File: src/rtl/demux_1x2_3bit_reg.sv
// Registered 1-to-2 demultiplexer with valid/ready on every port.
// Each output owns a one-entry holding slot and a delivered-word counter.

module demux_slot #(
  parameter int WIDTH = 3,
  parameter int CNT_W = 8
) (
  input  logic             clk,
  input  logic             rst,
  input  logic             load,
  input  logic [WIDTH-1:0] data,
  input  logic             ready,
  input  logic             clr_cnt,
  output logic [WIDTH-1:0] f,
  output logic             f_valid,
  output logic [CNT_W-1:0] cnt,
  output logic             room
);

  logic deliver;

  assign deliver = f_valid & ready;
  // Slot can take a word if empty or being drained this same cycle.
  assign room    = ~f_valid | ready;

  always_ff @(posedge clk or posedge rst) begin
    if (rst) begin
      f       <= '0;
      f_valid <= 1'b0;
    end else if (load) begin
      f       <= data;
      f_valid <= 1'b1;
    end else if (deliver) begin
      f_valid <= 1'b0;
    end
  end

  always_ff @(posedge clk or posedge rst) begin
    if (rst) begin
      cnt <= '0;
    end else if (clr_cnt) begin
      cnt <= '0;
    end else if (deliver) begin
      cnt <= cnt + 1'b1;
    end
  end

endmodule

module demux_1x2_3bit_reg #(
  parameter int WIDTH = 3,
  parameter int CNT_W = 8
) (
  input  logic             clk,
  input  logic             rst,
  input  logic [WIDTH-1:0] x,
  input  logic             s,
  input  logic             x_valid,
  output logic             x_ready,
  output logic [WIDTH-1:0] f0,
  output logic             f0_valid,
  input  logic             f0_ready,
  output logic [WIDTH-1:0] f1,
  output logic             f1_valid,
  input  logic             f1_ready,
  input  logic             clr_cnt,
  output logic [CNT_W-1:0] cnt0,
  output logic [CNT_W-1:0] cnt1
);

  logic room0, room1;
  logic load0, load1;

  assign x_ready = s ? room1 : room0;
  assign load0   = x_valid & x_ready & ~s;
  assign load1   = x_valid & x_ready & s;

  demux_slot #(.WIDTH(WIDTH), .CNT_W(CNT_W)) u_slot0 (
    .clk     (clk),
    .rst     (rst),
    .load    (load0),
    .data    (x),
    .ready   (f0_ready),
    .clr_cnt (clr_cnt),
    .f       (f0),
    .f_valid (f0_valid),
    .cnt     (cnt0),
    .room    (room0)
  );

  demux_slot #(.WIDTH(WIDTH), .CNT_W(CNT_W)) u_slot1 (
    .clk     (clk),
    .rst     (rst),
    .load    (load1),
    .data    (x),
    .ready   (f1_ready),
    .clr_cnt (clr_cnt),
    .f       (f1),
    .f_valid (f1_valid),
    .cnt     (cnt1),
    .room    (room1)
  );

endmodule

File: config.mk
export PLATFORM = sky130hd
export DESIGN_NAME = demux_1x2_3bit_reg
export DESIGN_NICKNAME = d
export VERILOG_FILES = /design/src/rtl/demux_1x2_3bit_reg.sv
export SDC_FILE = /design/constraint.sdc
export NUM_CORES = 1
export LEC_CHECK = 0
export CAP_MARGIN = 20
export CORE_MARGIN = 2
export CORE_UTILIZATION = 45
export DETAILED_ROUTE_END_ITERATION = 8
export GPL_ROUTABILITY_DRIVEN = 1
export MAX_ROUTING_LAYER = met4
export PLACE_DENSITY = 0.76
export SYNTH_ARGS = -nofsm -noshare
export SYNTH_HDL_FRONTEND = slang
export SYNTH_HIERARCHICAL = 1
export SYNTH_SLANG_ARGS = --single-unit
File: constraint.sdc
create_clock -name clk -period 4.2 [get_ports clk]
set_input_delay 0.84 -clock clk [delete_from_list [all_inputs] [get_ports clk]]
set_output_delay 0.84 -clock clk [all_outputs]
set_load 0.01 [all_outputs]
==> results of run 1 <==
registers in the layout, summed over array words and instances, names as in the netlist:
register	flops
u_slot0/f	3
u_slot1/cnt	8
u_slot0/cnt	8
u_slot1/f_valid	1
u_slot1/f	3
u_slot0/f_valid	1
kinds of logic (layout without fill, tap and decap cells):
group                    Yosys count  after routing
adder cells (fa/ha/maj)            2              2
AO/OA/AOI/OAI                     22             22
buffers and inverters              6             41
AND/OR/NAND/NOR                   40             40
multiplexers                       7              7
XOR/XNOR                           4              4
flip-flops                        24             24
cell type report:
cell class	count	area share
Sequential cell	24	0.396
Multi-Input combinational cell	75	0.330
Timing Repair Buffer	34	0.224
Tap cell	30	0.0248
Clock buffer	3	0.0149
Inverter	4	0.00990
metrics by stage:
step / util / cell area [µm²]
2_1_floorplan: - / 1120
3_3_place_gp: 0.620 / 1490
3_5_place_dp: 0.620 / 1490
4_1_cts: 0.629 / 1520
5_1_grt: 0.629 / 1520
6_report: 0.629 / 1520
cell usage after synthesis (all sizes together):
library cell	instances	share of area
dfrtp	24	0.53
a21oi	12	0.053
nand2	8	0.027
nand3	8	0.045
mux2	7	0.073
o21ai	6	0.027
or3	6	0.036
inv	4	0.013
nand4	4	0.022
nor2	4	0.013
o31ai	4	0.027
or4	4	0.027
xor2	4	0.031
buf	2	0.0067
ha	2	0.022
nand2b	2	0.011
or2b	2	0.016
and3	1	0.0067
and3b	1	0.0089
worst min path at each step:
| stage | start | end | slack, ns |
|---|---|---|---|
| 3_3_place_gp | u_slot1/f[2] | u_slot1/f[2] | 0.50 |
| 3_5_place_dp | u_slot0/f[0] | u_slot0/f[0] | 0.50 |
| 5_1_grt | u_slot0/f[0] | u_slot0/f[0] | 0.54 |
| 2_1_floorplan | u_slot0/f[0] | u_slot0/f[0] | 0.55 |
| 4_1_cts | u_slot0/f[0] | u_slot0/f[0] | 0.53 |
| 6_report | u_slot0/f[2] | u_slot0/f[2] | 0.53 |
critical path, stage by stage:
cell             delay [ns]
clkdlybuf4s50_1        0.52
or2b_2                 0.36
mux2_4                 0.26
clkdlybuf4s50_1        0.47
power breakdown:
part / total, mW / leakage (nW) / internal [mW] / switching (mW)
logic: 0.0832 / 0.269 / 0.0496 / 0.0336
registers: 0.258 / 0.318 / 0.246 / 0.0125
clock network: 0.102 / 0.0138 / 0.0337 / 0.0680
total: 0.443 / 0.601 / 0.329 / 0.114
metal layers:
layer	track usage	routed length (µm)
met1	0.200	1000
met2	0.303	1200
met3	0.0417	111
met4	0.0750	39
met5	-	0
cell usage in the layout (no fill, tap or decap), types with 3 or more instances in the layout:
cell type / count
o31ai_1: 4
inv_1: 4
clkdlybuf4s50_1: 34
mux2_2: 6
or4_1: 4
nand4_1: 4
nor2_1: 4
or3_1: 4
a21oi_1: 12
nand2_1: 8
xor2_1: 4
nand3_1: 6
o21ai_0: 6
clkbuf_4: 3
dfrtp_1: 24
==> out/metrics.yaml, run 1 <==
tightestPinTransition_ns: 0.610
slew_headroom: 0.592
dp_worst_setup_slack_ns: 0.920
r2r_start: "u_slot0/f_valid"
clock-sinks: 24
syn-num-nets: 117
final_max_slew_viol_count: 0
ff_latch_area_um2: 601
final_nets: 154
grt_start_max_net_pins: 17
clk_latency_ns: 0.31
overflow: 0
die_x_um: 54.0
synth_cell_types: 22
endpoint_kind: "output port"
cts_buffers: 3
synth.avg_cell_area_um2: 10.7
synthAdderAreaFrac: 0.0223
ys_seq_area_frac: 0.535
critPathKind: "input port to output port"
fp.dieH_um: 54.0
synth_top_family_by_area: "simple AND/OR/NAND/NOR gates"
p_leak_nw: 0.601
cts_resized: 0
drc: 0
dp_cells: 167
initial_core_util: 0.466
tritoncts: "built"
max-vdd-ir-drop_mv: 0.224
holdPathStages: 1
yosysWarnings: 6
fillCellCount: 199
ioPinCount: 35
power_density_nw_per_um2: 292
clk_path_buf_depth: 2
finalSetupTns_ns: 0
min_period_ns: 3.30
crit_start: "f1_ready"
worst-r2r-setup-slack_ns: 2.77
cap_violations: 0
place_hpwl_mm: 1.75
clock_skew_ns: 0.000442
path_max_fanout: 6
rsz0062_at_grt: "no"
min_path_type: "flop to flop"
multiInputGateArea_um2: 500
syn_area_um2: 1120
synth_xor_area_frac: 0.0312
final_cells: 170
cts-root-buf: "clkbuf_4"
routed_wirelength_mm: 2.35
syn-instance-count: 105
antenna_found_initial: 0
required_ns: 3.36
grt_usage: 0.178
power_mw: 0.443
grt_pass1_vias: 833
core_um2: 2410
clk_pin_slew_ns: 0.12
antenna-diode-count: 0
grt_pass1_wl_mm: 3.54
viasPerCell: 5.58
yosys-mux-area-fraction: 0.0735
hold_viol_final: 0
wl_per_cell_um: 13.8
gp_congestion: 0.738
finalWorstSetupSlack_ns: 0.900
vias: 948
fmax_mhz: 303
h-tree-depth: 1
rows: 18
fin_crit_sh: 0.786
r2r_cells: 3
drtIter0Drc: 11
critPathCapture: "x_ready"
arrival_ns: 2.46
ctsHoldBuffers: 0
cts_setup_buffers: 0
worstReg2RegEnd: "u_slot0/f[1]"
die_area_um2: 2910
area_delta_synth_final_pct: 35.0
cp-start-kind: "input port"
setup_viol: 0
portBuffers: 34
synth_compound_area_frac: 0.107
drtAntennaViolNets: 0
drive_above_1_share: 0.129
drt_pre_antenna_iters: 4
whs_ns: 0.529
synth-seq-cells: 24
synthSimpleGateAreaFrac: 0.212
outcome: "finished, final reports clean"
Note: power is estimated with default switching activity, not from simulation.
==> inputs of run 2 (changes only) <==
- clock period: 4.2 -> 3.1 ns (I/O delays scaled with it)
==> out/metrics.yaml, run 2 (same netlist as run 1, synthesis figures left out) <==
ctsHoldBuffers: 0
endpoint_kind: "output port"
initial_core_util: 0.466
area_delta_synth_final_pct: 36.9
drtIter0Drc: 14
cts-root-buf: "clkbuf_4"
overflow: 0
rows: 18
clock-sinks: 24
min_path_type: "flop to flop"
outcome: "finished, final reports clean"
fin_crit_sh: 0.923
p_leak_nw: 0.613
final_nets: 155
fmax_mhz: 349
power_density_nw_per_um2: 407
setup_viol: 0
dp_cells: 168
viasPerCell: 5.45
portBuffers: 34
layout_common_cells: "clkdlybuf4s50_1, dfrtp_1, a21oi_1"
clk_latency_ns: 0.31
place_hpwl_mm: 1.77
wl_per_cell_um: 13.6
grt_pass1_wl_mm: 3.71
cts_resized: 0
power_mw: 0.626
antenna_found_initial: 0
final_max_slew_viol_count: 0
grt_usage: 0.183
clk_path_buf_depth: 2
final_cells: 172
critPathKind: "input port to output port"
top_regs: "u_slot0/cnt: 8 flops, u_slot1/cnt: 8 flops"
vias: 938
fillCellCount: 202
drc: 0
tightestPinTransition_ns: 0.587
finalSetupTns_ns: 0
arrival_ns: 2.24
cts_buffers: 3
die_x_um: 54.0
max-vdd-ir-drop_mv: 0.383
cp-start-kind: "input port"
min_period_ns: 2.86
gp_congestion: 0.731
path_max_fanout: 6
ioPinCount: 35
drive_above_1_share: 0.141
hold_viol_final: 0
drt_pre_antenna_iters: 4
slew_headroom: 0.608
routed_wirelength_mm: 2.34
required_ns: 2.48
cts_setup_buffers: 0
tritoncts: "built"
die_area_um2: 2910
cap_violations: 0
core_um2: 2410
fp.dieH_um: 54.0
h-tree-depth: 1
final_common_cell: "clkdlybuf4s50_1"
clock_skew_ns: 0.00929
clk_pin_slew_ns: 0.13
drtAntennaViolNets: 0
grt_pass1_vias: 879
antenna-diode-count: 0
grt_start_max_net_pins: 17
rsz0062_at_grt: "no"
## run 2: cell types whose count changed in the layout (fill, tap and decap cells not counted)
cell	previous run	this run
clkbuf_8	0	1
buf_4	0	1
## run 2: area by class of cell
class / count / area (µm²) / area share
sequential: 24 / 601 / 0.391
multi-input combinational: 75 / 500 / 0.325
timing repair buffer: 35 / 348 / 0.226
tap: 30 / 37.5 / 0.0244
clock buffer: 4 / 36.3 / 0.0236
inverter: 4 / 15.0 / 0.00976
## run 2: final timing paths
check	end	slack (ns)	start	depth (start not counted)
worst max-delay path	x_ready	0.24	f1_ready	4
worst min-delay path	u_slot0/f[2]	0.53	u_slot0/f[2]	1
worst max register to register	u_slot0/f[0]	1.66	u_slot0/f_valid	3
worst min register to register	u_slot0/f[2]	0.53	u_slot0/f[2]	1
max in group asynchronous	u_slot0/cnt[6]	2.12	rst	2
min in group asynchronous	u_slot0/cnt[4]	0.66	rst	2
## run 2: report_power, final
| group | internal, mW | switching [mW] |
|---|---|---|
| clock network | 0.0716 | 0.0881 |
| logic | 0.0681 | 0.0476 |
| registers | 0.333 | 0.0169 |
| total | 0.473 | 0.153 |
## run 2: per-stage QoR
stage	cell area, µm²	util	setup slack (ns)	hold WS [ns]
finish	1540	0.638	0.239	0.525
global route	1540	0.638	0.187	0.546
global placement	1500	0.623	0.263	0.495
detailed placement	1500	0.623	0.256	0.501
CTS	1540	0.638	0.235	0.534
floorplan	1120	-	1.29	0.485
## run 2: layer usage
layer	global-route usage	vias to the layer above	share of wire
li1	-	458	-
met5	-	-	0
met1	0.212	455	0.42
met3	0.0444	2	0.050
met4	0.0667	0	0.0064
met2	0.307	23	0.52
## run 2: worst max-delay path, stage by stage
cell and delay [ns]:
clkdlybuf4s50_1 0.51, or2b_2 0.36, mux2_4 0.26, clkdlybuf4s50_1 0.49
==> inputs of run 3 (changes only) <==
- GPL_TIMING_DRIVEN: default -> 0
==> out/metrics.yaml, run 3 (same netlist as run 1, synthesis figures left out) <==
drtAntennaViolNets: 0
antenna_found_initial: 0
hold_start: "u_slot0/f[1]"
cpPeakStageDelay_ns: 0.51
initial_core_util: 0.466
cts_resized: 0
fp.dieH_um: 54.0
power.net_switching_mw: 0.155
p_comb_frac: 0.180
h-tree-depth: 1
setup_viol: 0
ctsHoldBuffers: 0
antenna-diode-count: 0
path_depth: 4
r2r_start: "u_slot0/f_valid"
critical_path_buf_inv_count: 2
cts-root-buf: "clkbuf_4"
core_um2: 2410
critPathCapture: "x_ready"
seqPwrFrac: 0.559
ioPinCount: 35
r2r_cells: 3
grt_start_max_net_pins: 14
drt_pre_antenna_iters: 4
worstReg2RegEnd: "u_slot0/f[0]"
max-vdd-ir-drop_mv: 0.323
power_mw: 0.627
final_nets: 155
die_area_um2: 2910
power_density_nw_per_um2: 410
stdcell_area_um2: 1530
routed_wirelength_mm: 2.38
fin_crit_sh: 0.922
wl_per_cell_um: 13.8
p_leak_nw: 0.606
clock_power_share: 0.261
arrival_ns: 2.24
grt_pass1_vias: 887
path_max_fanout: 6
clock-sinks: 24
gp_congestion: 0.745
tritoncts: "built"
min_path_type: "flop to flop"
finalSetupTns_ns: 0
hold_viol_final: 0
clk_pin_slew_ns: 0.13
grt_pass1_wl_mm: 3.81
portBuffers: 33
area_delta_synth_final_pct: 36.0
clock_skew_ns: 0.00470
cp_slowest_cell: "clkdlybuf4s50_1"
place_area_um2: 1490
final_max_slew_viol_count: 0
outcome: "finished, final reports clean"
critPathTopFamily: "buffers and inverters"
drc: 0
final_common_cell: "clkdlybuf4s50_1"
rsz0062_at_grt: "no"
min_period_ns: 2.86
worst-r2r-setup-slack_ns: 1.66
sw_frac_of_total: 0.247
cp-start-kind: "input port"
critPathKind: "input port to output port"
clk_path_buf_depth: 2
drtIter0Drc: 14
drive_above_1_share: 0.134
rows: 18
slew_headroom: 0.689
grt_usage: 0.186
place_hpwl_mm: 1.77
endpoint_kind: "output port"
vias: 952
clk_latency_ns: 0.31
fmax_mhz: 350
crit_chain: "clkdlybuf4s50_1, or2b_2, mux2_4, clkdlybuf4s50_1"
top_regs: "u_slot0/cnt: 8 flops, u_slot1/cnt: 8 flops"
overflow: 0
cap_violations: 0
layout_common_cells: "clkdlybuf4s50_1, dfrtp_1, a21oi_1"
viasPerCell: 5.53
crit_start: "f1_ready"
cts_setup_buffers: 0
die_x_um: 54.0
p_int_mw: 0.472
cpMostUsedCell: "clkdlybuf4s50_1"
required_ns: 2.48
cts_buffers: 3
tightestPinTransition_ns: 0.466
-- run 3: cell types whose count changed in the layout (fill, tap and decap cells not counted), sizes merged --
cell	previous run	this run
buf	1	2
clkdlybuf4s50	34	33
-- run 3: worst min path at each step --
stage	endpoint	slack, ns	depth (start not counted)
after global placement	u_slot0/f[2]	0.49	1
after detailed placement	u_slot0/f[1]	0.50	1
after global routing	u_slot0/f[0]	0.55	1
after CTS	u_slot0/f[1]	0.54	1
final	u_slot0/f[1]	0.53	1
after floorplan	u_slot0/cnt[0]	0.48	1
-- run 3: routing by layer --
| layer | up-vias | GRT usage | wire length [µm] |
|---|---|---|---|
| li1 | 458 | - | - |
| met2 | 21 | 0.309 | 1280 |
| met1 | 471 | 0.214 | 965 |
| met4 | 0 | 0.0792 | 15 |
| met5 | - | - | 0 |
| met3 | 2 | 0.0444 | 116 |
-- run 3: stage by stage --
step	util	setup WS, ns	std cells	hold slack (ns)
2_1_floorplan	-	1.29	105	0.485
3_3_place_gp	0.619	0.241	168	0.491
3_5_place_dp	0.619	0.248	168	0.504
4_1_cts	0.634	0.235	172	0.535
5_1_grt	0.634	0.165	172	0.555
6_report	0.634	0.240	172	0.531
-- run 3: area by class of cell --
class,instances,area (µm²)
timing repair buffer,33,330
clock buffer,4,36.3
fill,204,882
multi-input combinational,75,500
tap,30,37.5
buffer,2,7.51
inverter,4,15.0
sequential,24,601
-- run 3: power groups by stage --
stage | combinational [mW] | clock [mW] | sequential [mW]
2_1_floorplan | 0.0382 | 0 | 0.364
3_3_place_gp | 0.111 | 0 | 0.354
3_5_place_dp | 0.114 | 0 | 0.356
4_1_cts | 0.115 | 0.172 | 0.351
5_1_grt | 0.123 | 0.184 | 0.354
6_report | 0.113 | 0.164 | 0.350
